--- src/rtl/fetch_ctrl_pkg.sv ---
// Shared types for the instruction fetch controller.
//   fetch_state_e  : controller FSM encoding (idle after reset, running, flushing stale responses)
//   fetch_entry_t  : one instruction buffer entry, fetch PC plus byte-swapped instruction word
//   CntW           : width of the in-flight / stale / occupancy counters (holds up to 8)
//   endian_swp_32  : big-endian memory word to little-endian instruction byte swap
package fetch_ctrl_pkg;

  typedef enum logic [1:0] {
    StIdle  = 2'd0,
    StRun   = 2'd1,
    StFlush = 2'd2
  } fetch_state_e;

  // Buffer depth is capped at 8, so 4 bits hold every counter value without wrapping.
  localparam int unsigned CntW = 4;

  typedef struct packed {
    logic [31:0] pc;
    logic [31:0] instr;
  } fetch_entry_t;

  function automatic logic [31:0] endian_swp_32(input logic [31:0] w);
    return {w[7:0], w[15:8], w[23:16], w[31:24]};
  endfunction

endpackage

--- src/rtl/fetch_fifo.sv ---
// Synchronous instruction buffer: DEPTH entries of {pc, instr}.
//   clk_i, rst_ni : clock and synchronous active-low reset
//   flush_i       : drop all contents next cycle (wins over write and read)
//   wr_en_i       : push wr_data_i; accepted when not full or when a read happens alongside
//   rd_en_i       : pop the head; ignored when empty
//   rd_data_o     : current head, no extra read latency
//   empty_o       : buffer holds nothing
//   count_o       : current occupancy
module fetch_fifo
  import fetch_ctrl_pkg::*;
#(
  parameter int unsigned DEPTH = 2
) (
  input  logic            clk_i,
  input  logic            rst_ni,
  input  logic            flush_i,
  input  logic            wr_en_i,
  input  fetch_entry_t    wr_data_i,
  input  logic            rd_en_i,
  output fetch_entry_t    rd_data_o,
  output logic            empty_o,
  output logic [CntW-1:0] count_o
);

  localparam int unsigned PtrW = (DEPTH > 1) ? $clog2(DEPTH) : 1;

  fetch_entry_t    mem_q [DEPTH];
  fetch_entry_t    mem_d [DEPTH];
  logic [PtrW-1:0] wr_ptr_q, wr_ptr_d;
  logic [PtrW-1:0] rd_ptr_q, rd_ptr_d;
  logic [CntW-1:0] count_q, count_d;
  logic            full;
  logic            wr_ok;
  logic            rd_ok;

  assign empty_o   = (count_q == '0);
  assign full      = (count_q == CntW'(DEPTH));
  assign count_o   = count_q;
  assign rd_data_o = mem_q[rd_ptr_q];

  assign rd_ok = rd_en_i && !empty_o;
  // A full buffer can still take a write when the head leaves in the same cycle.
  assign wr_ok = wr_en_i && (!full || rd_ok);

  always_comb begin
    mem_d    = mem_q;
    wr_ptr_d = wr_ptr_q;
    rd_ptr_d = rd_ptr_q;
    count_d  = count_q;
    if (flush_i) begin
      wr_ptr_d = '0;
      rd_ptr_d = '0;
      count_d  = '0;
    end else begin
      if (wr_ok) begin
        mem_d[wr_ptr_q] = wr_data_i;
        // DEPTH is a power of two, so the pointer wraps on its own.
        wr_ptr_d        = wr_ptr_q + PtrW'(1);
      end
      if (rd_ok) begin
        rd_ptr_d = rd_ptr_q + PtrW'(1);
      end
      unique case ({wr_ok, rd_ok})
        2'b10:   count_d = count_q + CntW'(1);
        2'b01:   count_d = count_q - CntW'(1);
        default: count_d = count_q;
      endcase
    end
  end

  always_ff @(posedge clk_i) begin
    if (!rst_ni) begin
      for (int unsigned i = 0; i < DEPTH; i++) begin
        mem_q[i] <= '0;
      end
      wr_ptr_q <= '0;
      rd_ptr_q <= '0;
      count_q  <= '0;
    end else begin
      mem_q    <= mem_d;
      wr_ptr_q <= wr_ptr_d;
      rd_ptr_q <= rd_ptr_d;
      count_q  <= count_d;
    end
  end

endmodule

--- src/rtl/fetch_ctrl.sv ---
// Instruction fetch controller.
// Issues word fetches to instruction memory under a credit limit so that every response has a
// buffer slot, byte-swaps returned words into a small FIFO and presents them to decode. A
// redirect restarts fetch at a new target, flushes the buffer and discards responses to
// requests that were in flight at the time.
//   clk, rst                       : clock, synchronous active-low reset
//   imem_req_valid/ready/addr      : fetch request channel (addr held until accepted)
//   imem_rsp_valid/data            : in-order responses, big-endian words
//   redirect_valid/redirect_pc     : branch/jump redirect strobe and target
//   instr_valid/ready, instr/pc    : decode channel, little-endian instruction and its address
module fetch_ctrl
  import fetch_ctrl_pkg::*;
#(
  parameter logic [31:0] RESET_PC = 32'h0000_0000,
  parameter int unsigned DEPTH    = 2
) (
  input  logic        clk,
  input  logic        rst,
  output logic        imem_req_valid,
  input  logic        imem_req_ready,
  output logic [31:0] imem_req_addr,
  input  logic        imem_rsp_valid,
  input  logic [31:0] imem_rsp_data,
  input  logic        redirect_valid,
  input  logic [31:0] redirect_pc,
  output logic        instr_valid,
  input  logic        instr_ready,
  output logic [31:0] instr,
  output logic [31:0] instr_pc
);

  fetch_state_e    state_q, state_d;
  logic [31:0]     pc_q, pc_d;          // next address to request
  logic [31:0]     rsp_pc_q, rsp_pc_d;  // address belonging to the next live response
  logic [CntW-1:0] outst_q, outst_d;    // live requests awaiting a response
  logic [CntW-1:0] stale_q, stale_d;    // requests whose responses must be discarded

  logic [CntW-1:0] fifo_count;
  logic            fifo_empty;
  fetch_entry_t    fifo_head;
  fetch_entry_t    fifo_wr_data;
  logic            fifo_wr;
  logic            fifo_rd;

  logic            req_fire;
  logic            rsp_stale;
  logic            rsp_live;
  logic [31:0]     redirect_target;

  // Credit rule: never have more requests in flight than free buffer slots.
  assign imem_req_valid = (state_q == StRun) && ((outst_q + fifo_count) < CntW'(DEPTH));
  assign imem_req_addr  = pc_q;
  assign req_fire       = imem_req_valid && imem_req_ready;

  // Responses arrive in order, so all stale ones come before any live one.
  assign rsp_stale = imem_rsp_valid && (stale_q != '0);
  assign rsp_live  = imem_rsp_valid && (stale_q == '0);

  assign redirect_target = {redirect_pc[31:2], 2'b00};

  // A live response landing in the redirect cycle belongs to the old path and is dropped.
  assign fifo_wr      = rsp_live && !redirect_valid;
  assign fifo_wr_data = '{pc: rsp_pc_q, instr: endian_swp_32(imem_rsp_data)};
  assign fifo_rd      = instr_valid && instr_ready;

  assign instr_valid = !fifo_empty;
  assign instr       = fifo_empty ? 32'h0 : fifo_head.instr;
  assign instr_pc    = fifo_empty ? 32'h0 : fifo_head.pc;

  always_comb begin
    state_d  = state_q;
    pc_d     = pc_q;
    rsp_pc_d = rsp_pc_q;
    outst_d  = outst_q + CntW'(req_fire) - CntW'(rsp_live);
    stale_d  = stale_q - CntW'(rsp_stale);

    if (req_fire) begin
      pc_d = pc_q + 32'd4;
    end
    if (rsp_live) begin
      rsp_pc_d = rsp_pc_q + 32'd4;
    end

    unique case (state_q)
      StIdle:  state_d = StRun;
      StRun:   state_d = StRun;
      StFlush: begin
        if (stale_d == '0) begin
          state_d = StRun;
        end
      end
      default: state_d = StIdle;
    endcase

    // Everything still in flight, including a request accepted right now, turns stale.
    // A response arriving now retires one in-flight request whichever kind it was.
    if (redirect_valid) begin
      pc_d     = redirect_target;
      rsp_pc_d = redirect_target;
      outst_d  = '0;
      stale_d  = stale_q + outst_q + CntW'(req_fire) - CntW'(imem_rsp_valid);
      state_d  = (stale_d != '0) ? StFlush : StRun;
    end
  end

  always_ff @(posedge clk) begin
    if (!rst) begin
      state_q  <= StIdle;
      pc_q     <= RESET_PC;
      rsp_pc_q <= RESET_PC;
      outst_q  <= '0;
      stale_q  <= '0;
    end else begin
      state_q  <= state_d;
      pc_q     <= pc_d;
      rsp_pc_q <= rsp_pc_d;
      outst_q  <= outst_d;
      stale_q  <= stale_d;
    end
  end

  fetch_fifo #(
    .DEPTH(DEPTH)
  ) u_fifo (
    .clk_i    (clk),
    .rst_ni   (rst),
    .flush_i  (redirect_valid),
    .wr_en_i  (fifo_wr),
    .wr_data_i(fifo_wr_data),
    .rd_en_i  (fifo_rd),
    .rd_data_o(fifo_head),
    .empty_o  (fifo_empty),
    .count_o  (fifo_count)
  );

`ifndef SYNTHESIS
  credit_a: assert property (@(posedge clk) disable iff (!rst)
    (outst_q + fifo_count) <= CntW'(DEPTH));
  stale_in_flush_a: assert property (@(posedge clk) disable iff (!rst)
    (stale_q != '0) |-> (state_q == StFlush));
`endif

endmodule

--- config.mk ---
export PLATFORM = sky130hd
export DESIGN_NAME = fetch_ctrl
export DESIGN_NICKNAME = d
export VERILOG_FILES = /design/src/rtl/fetch_ctrl_pkg.sv /design/src/rtl/fetch_fifo.sv /design/src/rtl/fetch_ctrl.sv
export SDC_FILE = /design/constraint.sdc
export NUM_CORES = 1
export LEC_CHECK = 0
export CAP_MARGIN = 20
export CORE_UTILIZATION = 47
export DETAILED_ROUTE_END_ITERATION = 10
export PLACE_DENSITY = 0.72
export SYNTH_ARGS = -nofsm -noshare
export SYNTH_HDL_FRONTEND = slang
export SYNTH_SLANG_ARGS = --single-unit
--- constraint.sdc ---
create_clock -name clk -period 7.8 [get_ports clk]
set_clock_uncertainty 0.2 [all_clocks]
set_input_delay 1.56 -clock clk [delete_from_list [all_inputs] [get_ports clk]]
set_output_delay 1.56 -clock clk [all_outputs]
set_load 0.02 [all_outputs]
Word-level counts from Yosys, hierarchy flattened --
Index checks and enable logic that the tools add are counted.
Storage, ports and cells: flip-flop bits (word level) 208, bits of input ports 70
Cells by class: add/subtract/negate cells 13, magnitude comparators 4, equality and inequality tests 6, multiplexer cells 18, bitwise operators 4, reduce and logical (&&, ||, !) cells 25
Operators by type and width (number):
- 2-to-1 mux 64 bit | 4
- 2-to-1 mux 32 bit | 6
- bitwise mux 128 bit | 1
- adder 32 x 3 -> 32 bit, second input constant | 2
- demux 64 bit (select 1 bit) | 1
- logical NOT 4 bit | 3
- subtractor 4 x 1 -> 4 bit | 3
- logical AND 1 bit | 9
- adder 4 x 1 -> 4 bit | 2
- adder 4 bit | 2
- case mux 4 bit (2 select lines) | 1
- nonzero test 4 bit | 2
- 2-to-1 mux 2 bit | 3
- nonzero test 2 bit | 3
- adder 4 x 1 -> 4 bit, second input constant | 1
- == test 2 x 1 -> 1 bit, second input constant | 2
- == test 2 bit, second input constant | 2
- == test 4 x 2 -> 1 bit, second input constant | 1
- >= comparator 2 bit, second input constant | 2
- less-than comparator 4 x 2 -> 1 bit, second input constant | 1
- 2-to-1 mux 4 bit | 1
- NOT 1 -> 2 bit | 2
- case mux 2 bit (2 select lines) | 1
- OR reduction 2 bit | 2
- 9 further kinds | 13

Longest topological paths before layout --
Gate-level depths: netlist (run 1).
depth after elaboration 9, gate-level depth with buffers 14

Hierarchy --
A second synthesis (run 1) with hierarchy kept.
Unflattened totals: cell total of the unflattened synthesis 1237, area, all modules 10809.1 sq um
Modules (own cells, without submodules):
- fetch_fifo | times used 1, cells an instance 672, area an instance 6150.9 sq um
- fetch_ctrl | times used 1, cells an instance 565, area an instance 4658.2 sq um

Worst setup path before layout (run 1) --
OpenSTA, ideal clock, no wires.
kind input to register, start point input port imem_req_ready, end point register state_q[0], library setup time 0.059 ns, data arrival time 3.707 ns, slack 3.833 ns, stages on the path 10, buffers on the path 1, cell sequence nand4b_1 -> nor2b_1 -> buf_2 -> o21a_1 -> inv_1 -> fa_1 -> inv_1 -> fa_1 -> a2111oi_0 -> o221a_2
On the way: word-level cells in the longest chain between the ends 6
RTL lines:
- start, declared | line fetch_ctrl.sv:20 | input logic imem_req_ready,
- logical AND 1 bit | line fetch_ctrl.sv:53 | assign req_fire = imem_req_valid && imem_req_ready;
- adder 4 x 1 -> 4 bit | line fetch_ctrl.sv:101 | stale_d = stale_q + outst_q + CntW'(req_fire) - CntW'(imem_rsp_valid);
- subtractor 4 x 1 -> 4 bit | line fetch_ctrl.sv:101
- nonzero test 4 bit | line fetch_ctrl.sv:102 | state_d = (stale_d != '0) ? StFlush : StRun;
- 2-to-1 mux 2 bit | line fetch_ctrl.sv:102
- 2-to-1 mux 2 bit | line fetch_ctrl.sv:97 | if (redirect_valid) begin
- end signal, assigned | line fetch_ctrl.sv:108 | state_q <= StIdle;
- end signal, assigned | line fetch_ctrl.sv:114 | state_q <= state_d;
- end, declared | line fetch_ctrl.sv:32 | fetch_state_e state_q, state_d;
No other way between the ends. A chain may end at the register's enable or synchronous reset.

Worst setup path in the final report (run 1) --
Same ends and word-level chain as after synthesis.

==> results.ini, run 1 <==
[clocking]
cts_setup_buffers=0
cts_max_level=4
numCtsBuffers=17
clock_path_buffers=2
clock_sinks=200
hold_buffers=0
cts-resized-gates=0
tritoncts=yes
clk_latency_ns=0.44
clkTransAtPathRegs_ns=0.07
root_buffer=clkbuf_16

[sta]
report.final.slew_viol_count=0
period_minus_slack_ns=4.66
fmax_mhz=214
relSlewSlack_pct=35.2
fin_tns_setup_ns=0
finalCritPeriodShare_pct=59.8
tightest_slew_ns=0.971
grt_setup_unrepaired=no
timing.hold.ws_ns=0.254
setup-violations-final=0
finalHoldViolCount=0

[logic_synthesis]
synth_adder_area_share_pct=3.42
synthTopCellsByArea=dfxtp_1, nand2_1, a21oi_1
yosys.area_share.simple_pct=22.6
synth_edf_count=0
synthXorXnorAreaFrac_pct=4.42
synthFlopType=dfxtp_1
synth.most_common_cell=nand2_1
synth_compound_area_share_pct=15.3
synth_mux_area_share_pct=6.75
synthArstFlopShare_pct=0
synthTopCellsByCount=nand2_1, dfxtp_1, a21oi_1, nor2_1, mux2i_1
ys_ff_latch=200
syn_area_mm2=0.00952
yosysSeqAreaShare_pct=42.1
netlist.area_leader.share_pct=42.1
avgSynthCellArea_um2=7.91
netlist-cell-type-count=54
yosys_warnings=0
synth_top_family_by_area=simple AND/OR/NAND/NOR gates
yosysTopAreaCell=dfxtp_1
syn_inst=1203

[layout]
drive_gt1_share_pct=4.77
post-route-util_pct=60.0
final_area_mm2=0.0118
nets=1402
syn_to_final_growth_pct=24.0
diodes=0

[floorplan]
num_rows=51
initial_core_util_pct=48.4
die_h_um=144
core-area_mm2=0.0197
pin_count=168
die_area_mm2=0.0208
die_w_um=144

[worst_setup_path]
cp_slowest_cell=a2111oi_0
critPathKind=primary input to flop
cp-start-kind=primary input
crit_fanout=10
reg2reg_slack_ns=3.55
cpPeakStageDelay_ns=0.54
cp.required_ns=7.98
end_kind=flop
worstPathArrival_ns=4.84
worstPathCellList=clkdlybuf4s50_1 > nand4b_1 > nor2b_1 > o21a_1 > inv_1 > fa_1 > inv_1 > fa_1 > a2111oi_0 > o221a_2

[place]
placed_area_mm2=0.0112
hpwl_um=15500
io_buffers=161
place_congestion=0.832

[global_routing]
antenna_found_initial=0
grt_pass1_wl_um=39000
track_usage_pct=23.7
grt_max_degree=94
grt_overflow=0
grt_pass1_vias=7876

[routing]
remaining_drc_errors=0
wl_per_cell_um=15.1
num_vias=8519
ant_nets=0
via_per_inst=5.37
dr.pass1.iters=5
drt_iter0_markers=501
finalWirelength_um=24000

[power_and_ir_drop]
leakagePower_uw=0.00374
pwr_density_cell_mw_per_mm2=215
ir_drop_uv=142
p_total_uw=2540

[run_status]
status=finished clean

[min_path]
worstHoldPathType=flop to flop

[run]
maxCapViolations=0

-- report_power, final --
| part | internal [uW] | switching (uW) | total, uW |
|---|---|---|---|
| sequential | 1080 | 69.4 | 1150 |
| clock | 523 | 412 | 935 |
| combinational | 192 | 260 | 452 |
-- final timing paths --
check / start / end / depth (start not counted)
worst min register to register: u_fifo.mem_q[122] / u_fifo.mem_q[122] / 2
worst max-delay path: imem_req_ready / state_q[0] / 10
worst max register to register: u_fifo.count_o[1] / state_q[0] / 11
worst min-delay path: u_fifo.mem_q[122] / u_fifo.mem_q[122] / 2
-- cells in the final DEF, fill, tap and decap left out, types with 3 or more instances in the layout --
| cell | count |
|---|---|
| o211ai_1 | 6 |
| a211oi_1 | 6 |
| ha_1 | 18 |
| nor4_1 | 4 |
| o21ai_0 | 45 |
| nand4_1 | 14 |
| a31oi_1 | 20 |
| clkinv_4 | 4 |
| inv_6 | 3 |
| nor2_4 | 3 |
| xor2_1 | 20 |
| clkdlybuf4s50_1 | 161 |
| bufinv_16 | 3 |
| nor3_1 | 17 |
| xnor2_1 | 28 |
| o31ai_1 | 6 |
| or4_1 | 6 |
| dfxtp_1 | 199 |
| nand3_1 | 20 |
| nor2b_1 | 3 |
| clkbuf_16 | 17 |
| fa_1 | 5 |
| o2111ai_1 | 3 |
| nand2_1 | 276 |
| conb_1 | 4 |
| mux2i_1 | 63 |
| buf_4 | 10 |
| a21o_1 | 4 |
| or3_1 | 16 |
| a21oi_1 | 170 |
| nor2_1 | 87 |
| inv_1 | 29 |
| and3_1 | 15 |
-- cells by family after synthesis --
kind of cell	Yosys count
multiplexers	64
AO/OA/AOI/OAI	266
XOR/XNOR	48
adder cells (fa/ha/maj)	23
flip-flops	200
buffers and inverters	118
AND/OR/NAND/NOR	483
other	1
-- cell type report --
type	instances	area [um2]
Timing Repair Buffer	171	1690
Sequential cell	200	4010
Inverter	31	118
Multi-Input combinational cell	888	5030
Fill cell	1855	7850
Tap cell	265	332
Clock buffer	18	439
Clock inverter	14	189
-- per-layer routing --
| metal | part of all wire (%) | up-vias | wire [um] | GRT usage (%) |
|---|---|---|---|---|
| met5 | 0 | - | 0 | 0 |
| met4 | 1.3 | 0 | 311 | 6.98 |
| met3 | 5.8 | 25 | 1390 | 4.24 |
| met2 | 45 | 250 | 10900 | 38.5 |
| met1 | 48 | 3950 | 11400 | 32.0 |
| li1 | - | 4294 | - | - |
-- state kept, by name (all words and copies together), names as in the netlist, 2 cells and up --
register	flops
imem_req_addr	30
outst_q	4
rsp_pc_q	30
stale_q	4
state_q	2
u_fifo.count_o	4
u_fifo.mem_q	124
-- worst max-delay path, delay by kind of cell --
kind | cells | cell delay, ns
AO/OA/AOI/OAI | 3 | 1.12
adder cells (fa/ha/maj) | 2 | 0.84
AND/OR/NAND/NOR | 2 | 0.63
buffers and inverters | 3 | 0.68
-- metrics by stage --
step           worst slack (ns)  std cells
3_3_place_gp               2.85       1555
5_1_grt                    2.95       1587
6_report                   3.14       1587
2_1_floorplan              3.83       1206
3_5_place_dp               2.75       1555
4_1_cts                    3.15       1587
No activity file was read; power rests on OpenSTA's default activity.
==> inputs of run 2 (changes only) <==
==> constraint.sdc (replaced) <==
create_clock -name clk -period 4.7 [get_ports clk]
set_clock_uncertainty 0.2 [all_clocks]
set_input_delay 0.94 -clock clk [delete_from_list [all_inputs] [get_ports clk]]
set_output_delay 0.94 -clock clk [all_outputs]
set_load 0.02 [all_outputs]
==> run 2 against run 1 <==
Effect of this change:
- die area did not move
- total power rose by 61%
- non-clock buffer count is 5 higher
- global-route usage shrank 0.14 points
- cell count increased by 0.32%
- worst hold slack lost 0.0012 ns
- count of clock-buffer cells in the layout grew 1
- cell area rose by 0.19%
- first-iteration DRC count increased by 12%
- routed wire length up 0.35%
- register-to-register slack got worse by 2.9 ns
- sequential share of layout area shrank 0.065 points
- largest power group unchanged
- highest routed layer unchanged
==> results.ini, run 2 (synthesis results as in run 1) <==
[clocking]
hold_buffers=0  ; unchanged
cts_max_level=4  ; unchanged
clock_path_buffers=2  ; unchanged
root_buffer=clkbuf_16  ; unchanged
clock_sinks=200  ; unchanged
tritoncts=yes  ; unchanged
clkTransAtPathRegs_ns=0.07  ; about the same
clk_latency_ns=0.43  ; was 0.44 ns
cts-resized-gates=0  ; unchanged
numCtsBuffers=17  ; unchanged
cts_setup_buffers=0  ; unchanged

[worst_setup_path]
cp.required_ns=4.87  ; was 7.98 ns
cp_slowest_cell=a2111oi_0  ; unchanged
critPathTopFamily=compound AO/OA/AOI/OAI gates  ; unchanged
worstPathCellList=inv_1 > fa_1 > nand4b_1 > nor2b_1 > buf_4 > o21a_1 > inv_1 > fa_1 > nor2b_1 > o21ai_0 > a21o_1 > a2111oi_0 > o221a_2  ; was clkdlybuf4s50_1 > nand4b_1 > nor2b_1 > o21a_1 > inv_1 > fa_1 > inv_1 > fa_1 > a2111oi_0 > o221a_2
reg2reg_slack_ns=0.65  ; was 3.55 ns
cp-start-kind=flop  ; was primary input
cpPeakStageDelay_ns=0.73  ; was 0.54 ns
path_buf_inv=3  ; unchanged
end_kind=flop  ; unchanged
critPathKind=flop to flop  ; was primary input to flop
worstPathArrival_ns=4.23  ; was 4.84 ns
crit_fanout=10  ; unchanged

[place]
io_buffers=161  ; unchanged
hpwl_um=16300  ; was 15500 um
place_congestion=0.831  ; was 0.832
pre_cts_slack_ns=0.419  ; was 2.75 ns
dp_cells=1560  ; was 1555

[sta]
report.final.slew_viol_count=0  ; unchanged
finalCritPeriodShare_pct=86.3
grt_setup_unrepaired=no  ; unchanged
relSlewSlack_pct=37.5  ; was 35.2%
finalHoldViolCount=0  ; unchanged
fin_tns_setup_ns=0  ; unchanged
period_minus_slack_ns=4.05
fmax_mhz=247
setup-violations-final=0  ; unchanged
setup_ws_ns=0.646  ; was 3.14 ns
tightest_slew_ns=0.937  ; was 0.971 ns

[routing]
remaining_drc_errors=0  ; unchanged
finalWirelength_um=24100  ; was 24000 um
drt_iter0_markers=561  ; was 501
dr.pass1.iters=5  ; unchanged
ant_nets=0  ; unchanged
wl_per_cell_um=15.1  ; about the same
num_vias=8537  ; was 8519
via_per_inst=5.36  ; was 5.37

[run_status]
status=finished clean  ; unchanged

[floorplan]
die_w_um=144  ; unchanged
pin_count=168  ; unchanged
core-area_mm2=0.0197  ; unchanged
initial_core_util_pct=48.4  ; unchanged
die_area_mm2=0.0208  ; unchanged
die_h_um=144  ; unchanged
num_rows=51  ; unchanged

[power_and_ir_drop]
ir_drop_uv=238  ; was 142 uV
p_total_uw=4090  ; was 2540 uW
leakagePower_uw=0.00374  ; about the same
pwr_density_cell_mw_per_mm2=346  ; was 215 mW/mm2

[layout]
final_cells=1592  ; was 1587
fillers=1817  ; was 1855
largest_register=u_fifo.mem_q  ; unchanged
syn_to_final_growth_pct=24.3  ; was 24.0%
nets=1407  ; was 1402
drive_gt1_share_pct=5.05  ; was 4.77%
diodes=0  ; unchanged
final_cell_mix=nand2_1, dfxtp_1, a21oi_1  ; unchanged
largest_reg_flops=124  ; unchanged
final_common_cell=nand2_1  ; unchanged

[min_path]
worstHoldPathType=flop to flop  ; unchanged

[global_routing]
track_usage_pct=23.6  ; was 23.7%
grt_max_degree=94  ; unchanged
grt_pass1_wl_um=38700  ; was 39000 um
grt_overflow=0  ; unchanged
antenna_found_initial=0  ; unchanged
grt_pass1_vias=7860  ; was 7876

[run]
maxCapViolations=0  ; unchanged

## run 2: cell count changes in the layout (fill, tap and decap cells not counted), moves of 2 or more
| cell | before | now |
|---|---|---|
| inv_8 | 2 | 0 |
| buf_12 | 0 | 4 |
| clkinv_2 | 1 | 3 |
| clkinv_4 | 4 | 2 |
| clkinvlp_4 | 2 | 4 |
| bufinv_16 | 3 | 1 |
## run 2: final cells by class
cell class	instances	area, um2	share of cell area [%]
Inverter	31	118	0.995
Timing Repair Buffer	176	1770	15.0
Clock buffer	19	443	3.75
Multi-Input combinational cell	888	5030	42.5
Clock inverter	13	120	1.02
Tap cell	265	332	2.80
Sequential cell	200	4010	33.9
## run 2: report_power, final
part / leakage, uW / switching (uW) / internal (uW)
logic: 0.00185 / 435 / 328
registers: 0.00163 / 114 / 1800
clock network: 0.000267 / 662 / 750
total: 0.00374 / 1210 / 2870
## run 2: per-layer routing
metal | up-vias | part of all wire (%) | track usage (%)
met3 | 14 | 6.8 | 4.67
li1 | 4294 | - | -
met4 | 0 | 0.64 | 5.26
met1 | 3973 | 46 | 32.0
met5 | - | 0 | 0
met2 | 256 | 47 | 38.4
## run 2: path summary, 6_finish.rpt
path,start,endpoint,cells past startpoint
setup / recovery,u_fifo.count_o[1],state_q[0],13
hold / removal,u_fifo.mem_q[9],u_fifo.mem_q[9],2
setup reg to reg,u_fifo.count_o[1],state_q[0],13
hold reg to reg,u_fifo.mem_q[9],u_fifo.mem_q[9],2
## run 2: worst min-delay path, stage by stage, from the launching register on
cell and delay [ns]:
dfxtp_1 0.31, nand2_1 0.05, a21oi_1 0.05
## run 2: stage by stage
| step | cell area, um2 | hold WS, ns | util [%] |
|---|---|---|---|
| after detailed placement | 11300 | 0.246 | 57.3 |
| after CTS | 11800 | 0.256 | 60.2 |
| after floorplan | 9530 | 0.236 | - |
| after global routing | 11800 | 0.271 | 60.2 |
| after global placement | 11300 | 0.241 | 57.3 |
| final | 11800 | 0.253 | 60.2 |
